===== src/rtl/segment_scan_if.sv =====
// Bus between the digit-scan controller and its data source / segment decoder.
// The slave modport is the controller side.
interface segment_scan_if #(
  parameter int unsigned DIGITS = 4
);
  logic [4*DIGITS-1:0] value_in;
  logic [DIGITS-1:0]   dp_in;
  logic                load;
  logic                blank_lz;
  logic [3:0]          bcd_out;
  logic [6:0]          seg_in;
  logic [6:0]          seg_n;
  logic                dp_n;
  logic [DIGITS-1:0]   an_n;
  logic                frame_tick;

  modport master (
    output value_in, dp_in, load, blank_lz, seg_in,
    input  bcd_out, seg_n, dp_n, an_n, frame_tick
  );

  modport slave (
    input  value_in, dp_in, load, blank_lz, seg_in,
    output bcd_out, seg_n, dp_n, an_n, frame_tick
  );
endinterface


===== src/rtl/segment_scan_controller.sv =====
// Multiplexes DIGITS hex digits onto one shared decoder and a common-anode 7-segment bus,
// with a blank guard before each slot, frame-synchronous updates and leading-zero blanking.
module segment_scan_controller #(
  parameter int unsigned DIGITS       = 4,
  parameter int unsigned CLK_DIV      = 50000,
  parameter int unsigned BLANK_CYCLES = 16
) (
  input  logic          clk,
  input  logic          rst,
  segment_scan_if.slave bus
);
  localparam int unsigned CW = $clog2(CLK_DIV);
  localparam int unsigned IW = $clog2(DIGITS);
  localparam int unsigned NW = 4 * DIGITS;

  localparam logic [CW-1:0] CNT_LAST   = CW'(CLK_DIV - 1);
  localparam logic [CW-1:0] GUARD_LAST = CW'(BLANK_CYCLES - 1);
  localparam logic [IW-1:0] IDX_LAST   = IW'(DIGITS - 1);

  typedef enum logic {GUARD, ON} state_t;
  state_t state, state_nx;

  logic [CW-1:0]     cnt, cnt_nx;
  logic [IW-1:0]     idx, idx_nx;
  logic [NW-1:0]     pend_val, disp_val, disp_val_nx;
  logic [DIGITS-1:0] pend_dp, disp_dp, disp_dp_nx;
  logic [3:0]        bcd_q, bcd_nx;
  logic              tick_q;
  logic              slot_end, frame_end;
  logic              blanked, cur_dp;
  logic [DIGITS-1:0] lead_zero, an_c;
  logic [6:0]        seg_c;
  logic              dp_c;

  always_ff @(posedge clk) begin
    if (rst) state <= GUARD;
    else     state <= state_nx;
  end

  always_comb begin
    state_nx = state;
    slot_end = 1'b0;
    case (state)
      GUARD:   if (cnt == GUARD_LAST) state_nx = ON;
      ON:      if (cnt == CNT_LAST) begin
                 state_nx = GUARD;
                 slot_end = 1'b1;
               end
      default: state_nx = GUARD;
    endcase
    frame_end = slot_end && (idx == IDX_LAST);
    cnt_nx    = slot_end ? '0 : cnt + 1'b1;
    if (slot_end) idx_nx = (idx == IDX_LAST) ? '0 : idx + 1'b1;
    else          idx_nx = idx;
    disp_val_nx = frame_end ? pend_val : disp_val;
    disp_dp_nx  = frame_end ? pend_dp  : disp_dp;
  end

  // bcd_out is looked up from the next slot's digit so it is already stable on the
  // first guard cycle, giving the external decoder the whole guard to settle.
  always_comb begin
    bcd_nx    = '0;
    blanked   = 1'b0;
    cur_dp    = 1'b0;
    lead_zero = '0;
    an_c      = '1;
    for (int unsigned i = 0; i < DIGITS; i++) begin
      lead_zero[i] = (i != 0) && ((disp_val >> (4 * i)) == '0);
      if (IW'(i) == idx_nx) bcd_nx = disp_val_nx[4*i +: 4];
      if (IW'(i) == idx) begin
        blanked = bus.blank_lz && lead_zero[i];
        cur_dp  = disp_dp[i];
        if (state == ON) an_c[i] = 1'b0;
      end
    end
    seg_c = (!rst && state == ON && !blanked) ? bus.seg_in : '1;
    dp_c  = (state == ON) ? ~cur_dp : 1'b1;
  end

  always_ff @(posedge clk) begin
    if (rst) begin
      cnt      <= '0;
      idx      <= '0;
      pend_val <= '0;
      pend_dp  <= '0;
      disp_val <= '0;
      disp_dp  <= '0;
      bcd_q    <= '0;
      tick_q   <= 1'b0;
    end else begin
      cnt      <= cnt_nx;
      idx      <= idx_nx;
      disp_val <= disp_val_nx;
      disp_dp  <= disp_dp_nx;
      bcd_q    <= bcd_nx;
      tick_q   <= frame_end;
      if (bus.load) begin
        pend_val <= bus.value_in;
        pend_dp  <= bus.dp_in;
      end
    end
  end

  assign bus.bcd_out    = bcd_q;
  assign bus.frame_tick = tick_q;
  assign bus.an_n       = an_c;
  assign bus.seg_n      = seg_c;
  assign bus.dp_n       = dp_c;
endmodule

===== src/flat_wrapper.sv =====
// flat-port wrapper written by rule: the top's interface ports become plain ports
module segment_scan_controller_flat 
#(
  parameter int unsigned DIGITS       = 4,
  parameter int unsigned CLK_DIV      = 50000,
  parameter int unsigned BLANK_CYCLES = 16
)
  (clk, rst, bus_value_in, bus_dp_in, bus_load, bus_blank_lz, bus_seg_in, bus_bcd_out, bus_seg_n, bus_dp_n, bus_an_n, bus_frame_tick);
  segment_scan_if #(.DIGITS(DIGITS)) bus_i ();
  input  logic clk;
  input  logic rst;
  input wire logic [$bits(bus_i.value_in)-1:0] bus_value_in;
  input wire logic [$bits(bus_i.dp_in)-1:0] bus_dp_in;
  input wire logic [$bits(bus_i.load)-1:0] bus_load;
  input wire logic [$bits(bus_i.blank_lz)-1:0] bus_blank_lz;
  input wire logic [$bits(bus_i.seg_in)-1:0] bus_seg_in;
  output wire logic [$bits(bus_i.bcd_out)-1:0] bus_bcd_out;
  output wire logic [$bits(bus_i.seg_n)-1:0] bus_seg_n;
  output wire logic [$bits(bus_i.dp_n)-1:0] bus_dp_n;
  output wire logic [$bits(bus_i.an_n)-1:0] bus_an_n;
  output wire logic [$bits(bus_i.frame_tick)-1:0] bus_frame_tick;
  assign bus_i.value_in = bus_value_in;
  assign bus_i.dp_in = bus_dp_in;
  assign bus_i.load = bus_load;
  assign bus_i.blank_lz = bus_blank_lz;
  assign bus_i.seg_in = bus_seg_in;
  assign bus_bcd_out = bus_i.bcd_out;
  assign bus_seg_n = bus_i.seg_n;
  assign bus_dp_n = bus_i.dp_n;
  assign bus_an_n = bus_i.an_n;
  assign bus_frame_tick = bus_i.frame_tick;
  segment_scan_controller #(.DIGITS(DIGITS), .CLK_DIV(CLK_DIV), .BLANK_CYCLES(BLANK_CYCLES)) u_core (.clk(clk), .rst(rst), .bus(bus_i));
endmodule

===== config.mk =====
export PLATFORM = sky130hd
export DESIGN_NAME = segment_scan_controller_flat
export DESIGN_NICKNAME = d
export VERILOG_FILES = /design/src/rtl/segment_scan_if.sv /design/src/rtl/segment_scan_controller.sv /design/src/flat_wrapper.sv
export SDC_FILE = /design/constraint.sdc
export NUM_CORES = 1
export LEC_CHECK = 0
export ABC_AREA = 1
export CAP_MARGIN = 20
export CORE_MARGIN = 4
export CORE_UTILIZATION = 53
export CTS_CLUSTER_SIZE = 30
export DETAILED_ROUTE_END_ITERATION = 16
export GPL_TIMING_DRIVEN = 1
export PLACE_DENSITY_LB_ADDON = 0.15
export SLEW_MARGIN = 20
export SYNTH_ARGS = -nofsm -noshare
export SYNTH_HDL_FRONTEND = slang
export SYNTH_SLANG_ARGS = --single-unit

===== constraint.sdc =====
create_clock -name clk -period 1.85 [get_ports clk]
set_input_delay 0.2775 -clock clk [delete_from_list [all_inputs] [get_ports clk]]
set_output_delay 0.2775 -clock clk [all_outputs]
set_load 0.03 [all_outputs]

-- Word level (Yosys, flattened, before mapping)
Cells that the tools add are included.
- register bits after elaboration: 64
- bits of input ports: 31
- output and inout port bits: 17
- logic and storage cells: 62
- add/sub/neg operators: 2
- equality and inequality tests: 9
- multiplexer cells: 26
- bitwise operators: 2
- reduce and logical (&&, ||, !) cells: 14
- operator list (kind ; count):
    16-bit logical NOT ; 3
    1-bit 2-to-1 mux ; 17
    16-bit by 1-bit adder with 16-bit output (second input constant) ; 1
    16-bit equality test (second input constant) ; 1
    16-bit by 4-bit equality test with 1-bit output (second input constant) ; 1
    16-bit 2-to-1 mux ; 1
    4-bit 2-to-1 mux ; 4
    2-bit equality test (first input constant) ; 4
    7-bit 2-to-1 mux ; 1
    1-bit logical AND ; 6
    1-bit by 2-bit equality test with 1-bit output (first input constant) ; 2
    2-bit logical NOT ; 2
    2-bit 2-to-1 mux ; 2
    2-bit by 1-bit adder with 2-bit output (second input constant) ; 1
    2-bit equality test (second input constant) ; 1
    1-bit logical NOT ; 2
    1-bit NOT ; 2
    1-bit case mux with 2 select lines ; 1
    2-bit OR reduction ; 1

-- Longest topological paths before layout
Gate-level depths: netlist of the first run.
- word-level depth: 9
- depth in mapped cells: 14
- depth with buffers taken out: 13

-- Worst setup path before layout of the first run
Ideal clock, no wire load.
- path kind: register -> output
- from: register u_core.idx[0]
- to: output bus_dp_n
- data arrival time: 1.557 ns
- required time: 1.572 ns
- slack: 0.015 ns
- cell stages (with the launch flop): 6
- path buffers: 1
- cell sequence: dfxtp_1 ha_1 clkbuf_1 nand2_1 nor2_1 a31oi_1
- cells in the longest elaborated chain, start to end: 7
- elaborated cells on any way between the ends: 10
- those cells by class: eq/ne (3); mux (5); bitwise (1); reduce/logical (1)
- RTL lines (item ; line ; RTL):
    start: declaration ; segment_scan_controller.sv:24 ; logic [IW-1:0] idx, idx_nx;
    start signal: assignment ; segment_scan_controller.sv:92 ; idx <= idx_nx;
    2-bit logical NOT ; segment_scan_controller.sv:70 ; if (IW'(i) == idx) begin
    1-bit 2-to-1 mux (3 in a row) ; segment_scan_controller.sv:70 ;
    1-bit 2-to-1 mux * ; segment_scan_controller.sv:70 ;
    1-bit NOT * ; segment_scan_controller.sv:77 ; dp_c = (state == ON) ? ~cur_dp : 1'b1;
    1-bit 2-to-1 mux * ; segment_scan_controller.sv:77 ;
    end: declaration ; flat_wrapper.sv:19 ; output wire logic [$bits(bus_i.dp_n)-1:0] bus_dp_n;
Every way passes the cells marked *; elsewhere a longest branch is shown, timed or not.

-- Worst setup path after layout of the first run
- from: register u_core.idx[1]
- to: output bus_seg_n[4]
- cells in the longest elaborated chain, start to end: 7
- elaborated cells on any way between the ends: 9
- those cells by class: eq/ne (3); mux (4); reduce/logical (2)
- RTL lines (item ; line ; RTL):
    1-bit by 2-bit equality test with 1-bit output ; segment_scan_controller.sv:70 ;
    1-bit 2-to-1 mux (2 in a row) ; segment_scan_controller.sv:70 ;
    1-bit 2-to-1 mux * ; segment_scan_controller.sv:70 ;
    1-bit logical NOT * ; segment_scan_controller.sv:76 ; seg_c = (!rst && state == ON && !blanked) ? bus.seg_in : '1;
    1-bit logical AND * ; segment_scan_controller.sv:76 ;
    7-bit 2-to-1 mux * ; segment_scan_controller.sv:76 ;
    end: declaration ; flat_wrapper.sv:18 ; output wire logic [$bits(bus_i.seg_n)-1:0] bus_seg_n;
Marked as above.

==> results of run 1 <==
-- power groups by stage --
stage	Combinational [W]	Clock, W	Sequential [W]
6_report	0.000163	0.00137	0.00144
3_5_place_dp	0.000157	0	0.00146
4_1_cts	0.000159	0.00138	0.00143
2_1_floorplan	0.0000693	0	0.00146
3_3_place_gp	0.000154	0	0.00146
5_1_grt	0.000183	0.00144	0.00144
-- per-stage QoR --
| stage | util | setup TNS (ns) |
|---|---|---|
| finish | 0.770 | -1.30 |
| CTS | 0.731 | -1.92 |
| detailed placement | 0.673 | -0.791 |
| global route | 0.770 | -2.98 |
| floorplan | - | 0 |
| global placement | 0.673 | -0.484 |
-- critical path, cell delays in order (launching register included) --
cell	delay, ns
dfxtp_2	0.33
inv_2	0.07
ha_4	0.13
nand2_2	0.05
nor3_2	0.10
o21ai_1	0.10
o21ai_2	0.21
nand3_4	0.13
nand3b_1	0.15
buf_6	0.15
-- state kept, by name (all words and copies together), names as in the netlist --
register	count
u_core.disp_val	16
u_core.idx	2
u_core.bus.frame_tick	1
u_core.cnt	16
u_core.state	1
u_core.pend_val	16
u_core.bus.bcd_out	4
u_core.disp_dp	4
u_core.pend_dp	4
-- path summary, 6_finish.rpt --
| path | end | slack, ns | depth (start not counted) |
|---|---|---|---|
| worst min register to register | u_core.disp_val[2] | 0.48 | 2 |
| worst max register to register | u_core.bus.bcd_out[3] | -0.01 | 13 |
| worst min-delay path | u_core.disp_val[2] | 0.48 | 2 |
| worst max-delay path | bus_seg_n[4] | -0.20 | 9 |
-- cells in the final DEF (no fill, tap or decap), types with 2 or more instances in the layout --
| master | count |
|---|---|
| clkdlybuf4s50_1 | 35 |
| nor2_1 | 73 |
| nand3b_1 | 9 |
| nand4_1 | 12 |
| dfxtp_1 | 60 |
| a21oi_1 | 24 |
| inv_6 | 2 |
| bufinv_16 | 2 |
| dlygate4sd2_1 | 2 |
| inv_2 | 2 |
| xor2_1 | 2 |
| ha_4 | 3 |
| nand2_1 | 79 |
| o21ai_1 | 3 |
| inv_1 | 15 |
| buf_4 | 27 |
| xnor2_1 | 2 |
| o21a_1 | 2 |
| nand3_1 | 11 |
| clkinv_4 | 2 |
| nor4_1 | 3 |
| ha_2 | 2 |
| clkbuf_8 | 10 |
| nor3_1 | 3 |
| nor2_2 | 7 |
| a31oi_1 | 2 |
| o21ai_2 | 2 |
| nor3b_1 | 3 |
| nand2_2 | 5 |
| buf_6 | 7 |
| nand2_4 | 7 |
| nand3_4 | 3 |
| dfxtp_2 | 3 |
| o21ai_0 | 23 |
| nor2_8 | 2 |
-- logic make-up (layout without fill, tap and decap cells) --
logic type	after synthesis	after routing	share of synthesized area
AOI/OAI and AO/OA	61	61	0.113
adders and majority gates	5	5	0.0219
and+or+nand+nor	222	222	0.357
xor gates and xnor gates	4	4	0.0123
buffers and inverters	32	110	0.0461
DFF	64	64	0.449
-- routing by layer --
metal / global-route usage / up-vias / share of wire
met5: 0 / - / 0
met4: 0.0811 / 0 / 0.019
met3: 0.0776 / 13 / 0.088
met2: 0.357 / 123 / 0.45
met1: 0.302 / 1294 / 0.45
li1: - / 1427 / -
-- area by class of cell --
type	instances	area (sq um)	area share
Sequential cell	64	1290	0.323
Multi-Input combinational cell	292	1590	0.399
Timing Repair Buffer	75	711	0.178
Tap cell	70	87.6	0.0220
Clock buffer	10	138	0.0345
Inverter	19	78.8	0.0198
Clock inverter	6	91.3	0.0229
-- repair_timing --
| action | in CTS | in global routing |
|---|---|---|
| pin swaps | 9 | 17 |
| cloned | 0 | 1 |
| setup endpoints to repair | 14 | 16 |
| buffers inserted | 2 | 6 |
| resized for setup | 28 | 42 |
==> results.toml, run 1 <==
[outcome]
outcome = "finished, violations left"
violations = "negative setup slack"

[job]
cap_violations = 0

[clocking]
ctsHoldBuffers = 0
clkSinkCount = 64
cts_tree = "done"
clock_latency_ns = 0.35
cts_buffers = 9
cts_buffer_depth = 2
clk_pin_slew_ns = 0.07
htree_levels = 3
root_buffer = "clkbuf_8"

[die]
dieArea_sq_um = 6620
start_util = 0.551
core-area_sq_um = 5170
core.rowCount = 26
num_io_pins = 48
die_w_um = 81.4
die_y_um = 81.4

[detailed_routing]
detail-route-antenna-nets = 0
via_per_inst = 5.33
drt_wl_total_um = 7410
drt_iter0_drc = 211
drc_errors = 0
drt_first_pass_iters = 6
wl_per_cell_um = 13.8
vias = 2857

[sta]
slew_viol_final = 0
fin_ws_ns = -0.195
maxSlewHeadroom = 0.588
worstMarginPinSlew_ns = 0.618
max_freq_mhz = 489
hold_violations = 0
hold_slack_ns = 0.476
finClkSkew_ns = 0.00791
grt_setup_unrepaired = "yes"
fin_crit_sh = 1.11
period_needed_ns = 2.05
setup_viol = 9

[logic_synthesis]
ys_ff_latch = 64
synth_ff_type = "dfxtp_1"
synth.most_common_cell = "nand2_1"
syn_nets = 424
netlist_top_cells_count = "90 x nand2_1, 78 x nor2_1, 64 x dfxtp_1"
yosys.area.top_type = "dfxtp_1"
yosysTopAreaCellShare = 0.449
synth_area_sq_um = 2850
yosys-top-cells-area = "dfxtp_1 45%, nand2_1 12%, nor2_1 10%"
synth-edff-count = 0
postSynthAreaPerCell_sq_um = 7.35
ys_seq_area_frac = 0.449
synth-async-reset-ratio = 0
ys_warn_count = 0
ys_types = 33
netlist_instances = 388

[placed_design]
gp_congestion = 0.890
pre_cts_slack_ns = -0.119
dp_hpwl_um = 4910
place_area_sq_um = 3480
port_buffers = 47
dp_cells = 512

[worst_setup_path]
cp-startpoint = "u_core.idx[1]"
required_ns = 1.57
cp_data_arrival_time_ns = 1.77
cp-end-kind = "output pin"
timing.rr.start = "u_core.cnt[1]"
cp_max_fo = 7
startpoint_type = "flip-flop"
crit_type = "flip-flop to output pin"

[final_layout]
nNetsFinal = 497
n_antenna_cell = 0
drive_gt1_frac = 0.210
synthToLayoutAreaGrowth_pct = 39.8
design_area_sq_um = 3990
fill_cells = 353
stdcell_count = 536

[power_and_ir_drop]
p_comb_frac = 0.055
internal_power_w = 0.00231
p_sw_w = 0.000667
p_sw_frac = 0.224
peakVddDrop_mv = 0.571
clockPowerShare = 0.462
powerDensity_nw_per_um2 = 746
p_seq_frac = 0.483
p_total_w = 0.00297
p_leak_nw = 1.71

[global_route]
grt_start_max_net_pins = 28
grt_pass1_wl_um = 11600
grt.overflow.total = 0
grt_antenna_before_repair = 0
grt_pass1_vias = 2542
grt_usage = 0.231

[worst_hold_path]
min_from = "u_core.disp_val[2]"
worstHoldPathType = "flip-flop to flip-flop"
Note: power is estimated with default switching activity, not from simulation.
==> run 2, diff against run 1 <==
Settings changed: CORE_UTILIZATION 53 to 40.
==> results.toml, run 2 (synthesized netlist as in run 1, its figures left out) <==
[outcome]
outcome = "finished, violations left"
violations = "negative setup slack"

[sta]
maxSlewHeadroom = 0.600
fin_ws_ns = -0.167
setup_viol = 8
hold_slack_ns = 0.462
fin_crit_sh = 1.09
slew_viol_final = 0
fin_tns_setup_ns = -1.20
worstMarginPinSlew_ns = 0.599
finClkSkew_ns = 0.00928
grt_setup_unrepaired = "yes"
period_needed_ns = 2.02
max_freq_mhz = 496
hold_violations = 0

[detailed_routing]
drc_errors = 0
wl_met1_um = 3500
met3_length_um = 509
vias = 2884
detail-route-antenna-nets = 0
via_per_inst = 4.96
drt_wl_total_um = 7650
topRoutingLayerUsed = "met4"
wl_per_cell_um = 13.2
drt_first_pass_iters = 4
route.met2.wl_um = 3510
drt_iter0_drc = 144

[placed_design]
dp_cells = 551
place_area_sq_um = 3610
dp_hpwl_um = 5140
gp_congestion = 0.825
port_buffers = 47

[die]
core.rowCount = 30
start_util = 0.415
core-area_sq_um = 6870
num_io_pins = 48
die_w_um = 92.4
die_y_um = 92.4
dieArea_sq_um = 8540

[final_layout]
design_area_sq_um = 4210
n_antenna_cell = 0
nNetsFinal = 516
synthToLayoutAreaGrowth_pct = 47.8
stdcell_count = 581
drive_gt1_frac = 0.268
final_common_cell = "nand2_1"
reg_top3 = "u_core.cnt: 16 flops, u_core.disp_val: 16 flops, u_core.pend_val: 16 flops"
final_cell_mix = "71 x nand2_1, 69 x nor2_1, 60 x dfxtp_1"

[power_and_ir_drop]
p_comb_frac = 0.055
powerDensity_nw_per_um2 = 729
p_sw_w = 0.000667
p_sw_frac = 0.217
peakVddDrop_mv = 0.499
p_seq_frac = 0.467
clockPowerShare = 0.478
internal_power_w = 0.00240
p_leak_nw = 1.81
p_total_w = 0.00307

[global_route]
grt.overflow.total = 0
grt_start_max_net_pins = 22
grt_usage = 0.174
grt_pass1_vias = 2583
grt_antenna_before_repair = 0
grt_pass1_wl_um = 11800

[worst_setup_path]
crit_type = "flip-flop to output pin"
cp_max_fo = 7
crit_family = "flip-flops"
required_ns = 1.57
cp_data_arrival_time_ns = 1.74
slowest_delay_ns = 0.37
cp-end-kind = "output pin"
path_cells = "inv_2 > ha_4 > o21ai_1 > o21ai_1 > nand3_2 > nand3b_1 > buf_6"
crit_top_cell = "o21ai_1"
worst_path_max_delay_cell = "dfxtp_4"
path_buf_inv = 2
startpoint_type = "flip-flop"

[job]
cap_violations = 0

[clocking]
root_buffer = "clkbuf_8"
cts_buffers = 9
ctsHoldBuffers = 0
clkSinkCount = 64
cts_buffer_depth = 2
clk_pin_slew_ns = 0.07
clock_latency_ns = 0.34
cts_tree = "done"
htree_levels = 3

[worst_hold_path]
worstHoldPathType = "flip-flop to flip-flop"
[run 2: worst paths after layout]
path,slack [ns],cells after the start,to,start
max,-0.17,7,bus_seg_n[4],u_core.idx[0]
min,0.46,2,u_core.disp_val[1],u_core.disp_val[1]
max reg2reg,0.03,13,u_core.bus.bcd_out[1],u_core.cnt[1]
min reg2reg,0.46,2,u_core.disp_val[1],u_core.disp_val[1]
[run 2: per-stage QoR]
stage / worst slack (ns) / util
after floorplan: 0.0151 / -
after global placement: 0.0535 / 0.526
after detailed placement: -0.0275 / 0.526
after CTS: -0.236 / 0.570
after global routing: -0.345 / 0.613
final: -0.167 / 0.613
[run 2: metal layers]
metal	global-route usage	vias to the layer above
met1	0.229	1322
li1	-	1464
met4	0.0545	0
met5	0	-
met2	0.264	82
met3	0.0666	16
[run 2: cell type report]
class,instances,area (sq um)
clock buffers,9,124
clock inverters,7,120
fillers,632,2660
inverters,19,78.8
multi-input cells,292,1630
flip-flops and latches,64,1290
well taps,96,120
repair buffers,94,851
[run 2: power groups by stage]
stage                     Combinational [W]  Clock (W)  Sequential (W)
after floorplan                   0.0000693          0         0.00146
after global placement             0.000160          0         0.00146
after detailed placement           0.000162          0         0.00146
after CTS                          0.000164    0.00151         0.00143
after global routing               0.000188    0.00158         0.00144
final                              0.000168    0.00147         0.00143
[run 2: worst reg2reg max path, cell delays in order (launching register included)]
cell     delay (ns)
dfxtp_2        0.35
ha_4           0.15
nand2_4        0.06
nor2_4         0.11
inv_2          0.07
nor2_8         0.15
nand3_4        0.18
buf_6          0.20
nand2_4        0.07
nand2_1        0.07
nand2_1        0.06
nand2_1        0.06
nor2_2         0.14
nor2_1         0.05
[run 2: timing repair]
item	4_1_cts	5_1_grt
setup endpoints to repair	13	21
pin swaps	6	25
buffers inserted	1	14
gates resized for setup	24	66
==> run 3, diff against run 2 <==
Settings changed: ABC_AREA 1 to unset.
==> results.toml, run 3 <==
[logic_synthesis]
synth-edff-count = 0
ys_ff_latch = 64
yosysTopAreaCellShare = 0.453
ys_types = 36
syn_nets = 363
synth_ff_type = "dfxtp_1"
netlist_top_cells_count = "64 x dfxtp_1, 59 x nand2_1, 45 x nor2_1"
yosys-top-cells-area = "dfxtp_1 45%, mux2i_1 9.6%, nand2_1 7.8%"
synth.most_common_cell = "dfxtp_1"
yosys.area.top_type = "dfxtp_1"
postSynthAreaPerCell_sq_um = 8.65
netlist_instances = 327
synth-async-reset-ratio = 0
ys_seq_area_frac = 0.453
synth_area_sq_um = 2830
ys_warn_count = 0

[power_and_ir_drop]
p_leak_nw = 1.58
p_comb_frac = 0.057
p_sw_w = 0.000673
clockPowerShare = 0.435
internal_power_w = 0.00214
peakVddDrop_mv = 0.503
p_total_w = 0.00281
p_sw_frac = 0.239
powerDensity_nw_per_um2 = 697
p_seq_frac = 0.509

[clocking]
ctsHoldBuffers = 0
cts_buffer_depth = 2
clkSinkCount = 64
htree_levels = 3
clk_pin_slew_ns = 0.07
clock_latency_ns = 0.34
cts_buffers = 9
cts_tree = "done"
root_buffer = "clkbuf_8"

[global_route]
grt_pass1_wl_um = 10800
grt_usage = 0.161
grt_pass1_vias = 2302
grt_start_max_net_pins = 49
grt_antenna_before_repair = 0
grt.overflow.total = 0

[worst_setup_path]
cp_max_fo = 7
required_ns = 1.57
startpoint_type = "flip-flop"
cp_data_arrival_time_ns = 1.95
crit_type = "flip-flop to output pin"
cp-end-kind = "output pin"

[detailed_routing]
detail-route-antenna-nets = 0
drt_wl_total_um = 6610
wl_met1_um = 3140
vias = 2488
topRoutingLayerUsed = "met4"
route.met2.wl_um = 3020
drc_errors = 0
drt_first_pass_iters = 4
met3_length_um = 277
via_per_inst = 4.82
drt_iter0_drc = 73
wl_per_cell_um = 12.8

[die]
dieArea_sq_um = 8480
core.rowCount = 30
die_y_um = 92.1
die_w_um = 92.1
core-area_sq_um = 6830
num_io_pins = 48
start_util = 0.414

[placed_design]
place_area_sq_um = 3670
dp_hpwl_um = 4670
port_buffers = 47
gp_congestion = 0.854

[outcome]
outcome = "finished, violations left"
violations = "negative setup slack"

[final_layout]
synthToLayoutAreaGrowth_pct = 42.7
drive_gt1_frac = 0.276
design_area_sq_um = 4040
final_common_cell = "dfxtp_1"
n_antenna_cell = 0
reg_top3 = "u_core.cnt: 16 flops, u_core.disp_val: 16 flops, u_core.pend_val: 16 flops"
final_core_utilization = 0.591
final_cell_mix = "59 x dfxtp_1, 57 x nand2_1, 48 x buf_4"
nNetsFinal = 451

[sta]
maxSlewHeadroom = 0.648
finClkSkew_ns = 0.00925
slew_viol_final = 0
fin_tns_setup_ns = -2.79
period_needed_ns = 2.23
hold_violations = 0
grt_setup_unrepaired = "yes"
worstMarginPinSlew_ns = 0.529
max_freq_mhz = 449
fin_crit_sh = 1.20
fin_ws_ns = -0.376
setup_viol = 8

[worst_hold_path]
worstHoldPathType = "flip-flop to flip-flop"

[job]
cap_violations = 0
[run 3: cell count changes after synthesis, moves of 6 or more]
| cell | change |
|---|---|
| or2_2 | +6 |
| nand4_1 | -10 |
| nand3b_1 | -8 |
| mux2i_1 | +27 |
| nand2_1 | -31 |
| xnor2_1 | +6 |
| nor2_1 | -33 |
| and3_1 | +7 |
| inv_1 | -7 |
| o21ai_0 | -22 |
[run 3: stage by stage]
step	setup WS, ns	hold slack [ns]	instances
after global routing	-0.461	0.476	516
after CTS	-0.354	0.458	515
final	-0.376	0.458	516
after floorplan	-0.0232	0.413	327
after global placement	-0.572	0.440	498
after detailed placement	-0.645	0.447	498
[run 3: critical path, cell delays in order (launching register included)]
cell and delay, ns:
dfxtp_4 0.38, inv_2 0.06, ha_4 0.16, a21oi_2 0.14, o21ai_2 0.07, a311o_2 0.42
or2_4 0.25, buf_6 0.14
[run 3: routing by layer]
layer / vias to the layer above / global-route usage
li1: 1285 / -
met1: 1135 / 0.209
met2: 53 / 0.248
met3: 15 / 0.0377
met4: 0 / 0.0829
met5: - / 0
[run 3: final timing paths]
kind / start / to / slack (ns) / cells after the start
worst max-delay path: u_core.idx[0] / bus_seg_n[3] / -0.38 / 7
worst min-delay path: u_core.pend_dp[0] / u_core.disp_dp[0] / 0.46 / 2
worst max register to register: u_core.cnt[0] / u_core.bus.bcd_out[2] / 0.06 / 8
worst min register to register: u_core.pend_dp[0] / u_core.disp_dp[0] / 0.46 / 2
[run 3: logic make-up (layout without fill, tap and decap cells)]
kind of cell / after synthesis / count (layout) / synth area share
muxes: 28 / 28 / 0.0995
adders and majority gates: 5 / 5 / 0.0221
and+or+nand+nor: 140 / 140 / 0.218
AOI/OAI and AO/OA: 50 / 50 / 0.123
buffers and inverters: 26 / 119 / 0.0420
xor gates and xnor gates: 14 / 14 / 0.0433
DFF: 64 / 64 / 0.453
[run 3: area by class of cell]
cell class / instances / area (sq um)
Tap cell: 96 / 120
Clock buffer: 9 / 124
Inverter: 9 / 36.3
Sequential cell: 64 / 1290
Timing Repair Buffer: 94 / 838
Multi-Input combinational cell: 237 / 1550
Clock inverter: 7 / 77.6
Fill cell: 635 / 2800
[run 3: power groups by stage]
stage               registers [W]  logic (W)  clock network (W)
floorplan                 0.00145  0.0000737                  0
CTS                       0.00143   0.000157            0.00126
finish                    0.00143   0.000159            0.00122
detailed placement        0.00146   0.000156                  0
global route              0.00143   0.000177            0.00134
global placement          0.00146   0.000154                  0
[run 3: what timing repair did]
action,4_1_cts,5_1_grt
endpoints found under the setup margin,30,49
buffers inserted,1,2
endpoints found under the hold margin,0,0
gates resized for setup,63,29
pin swaps,6,11
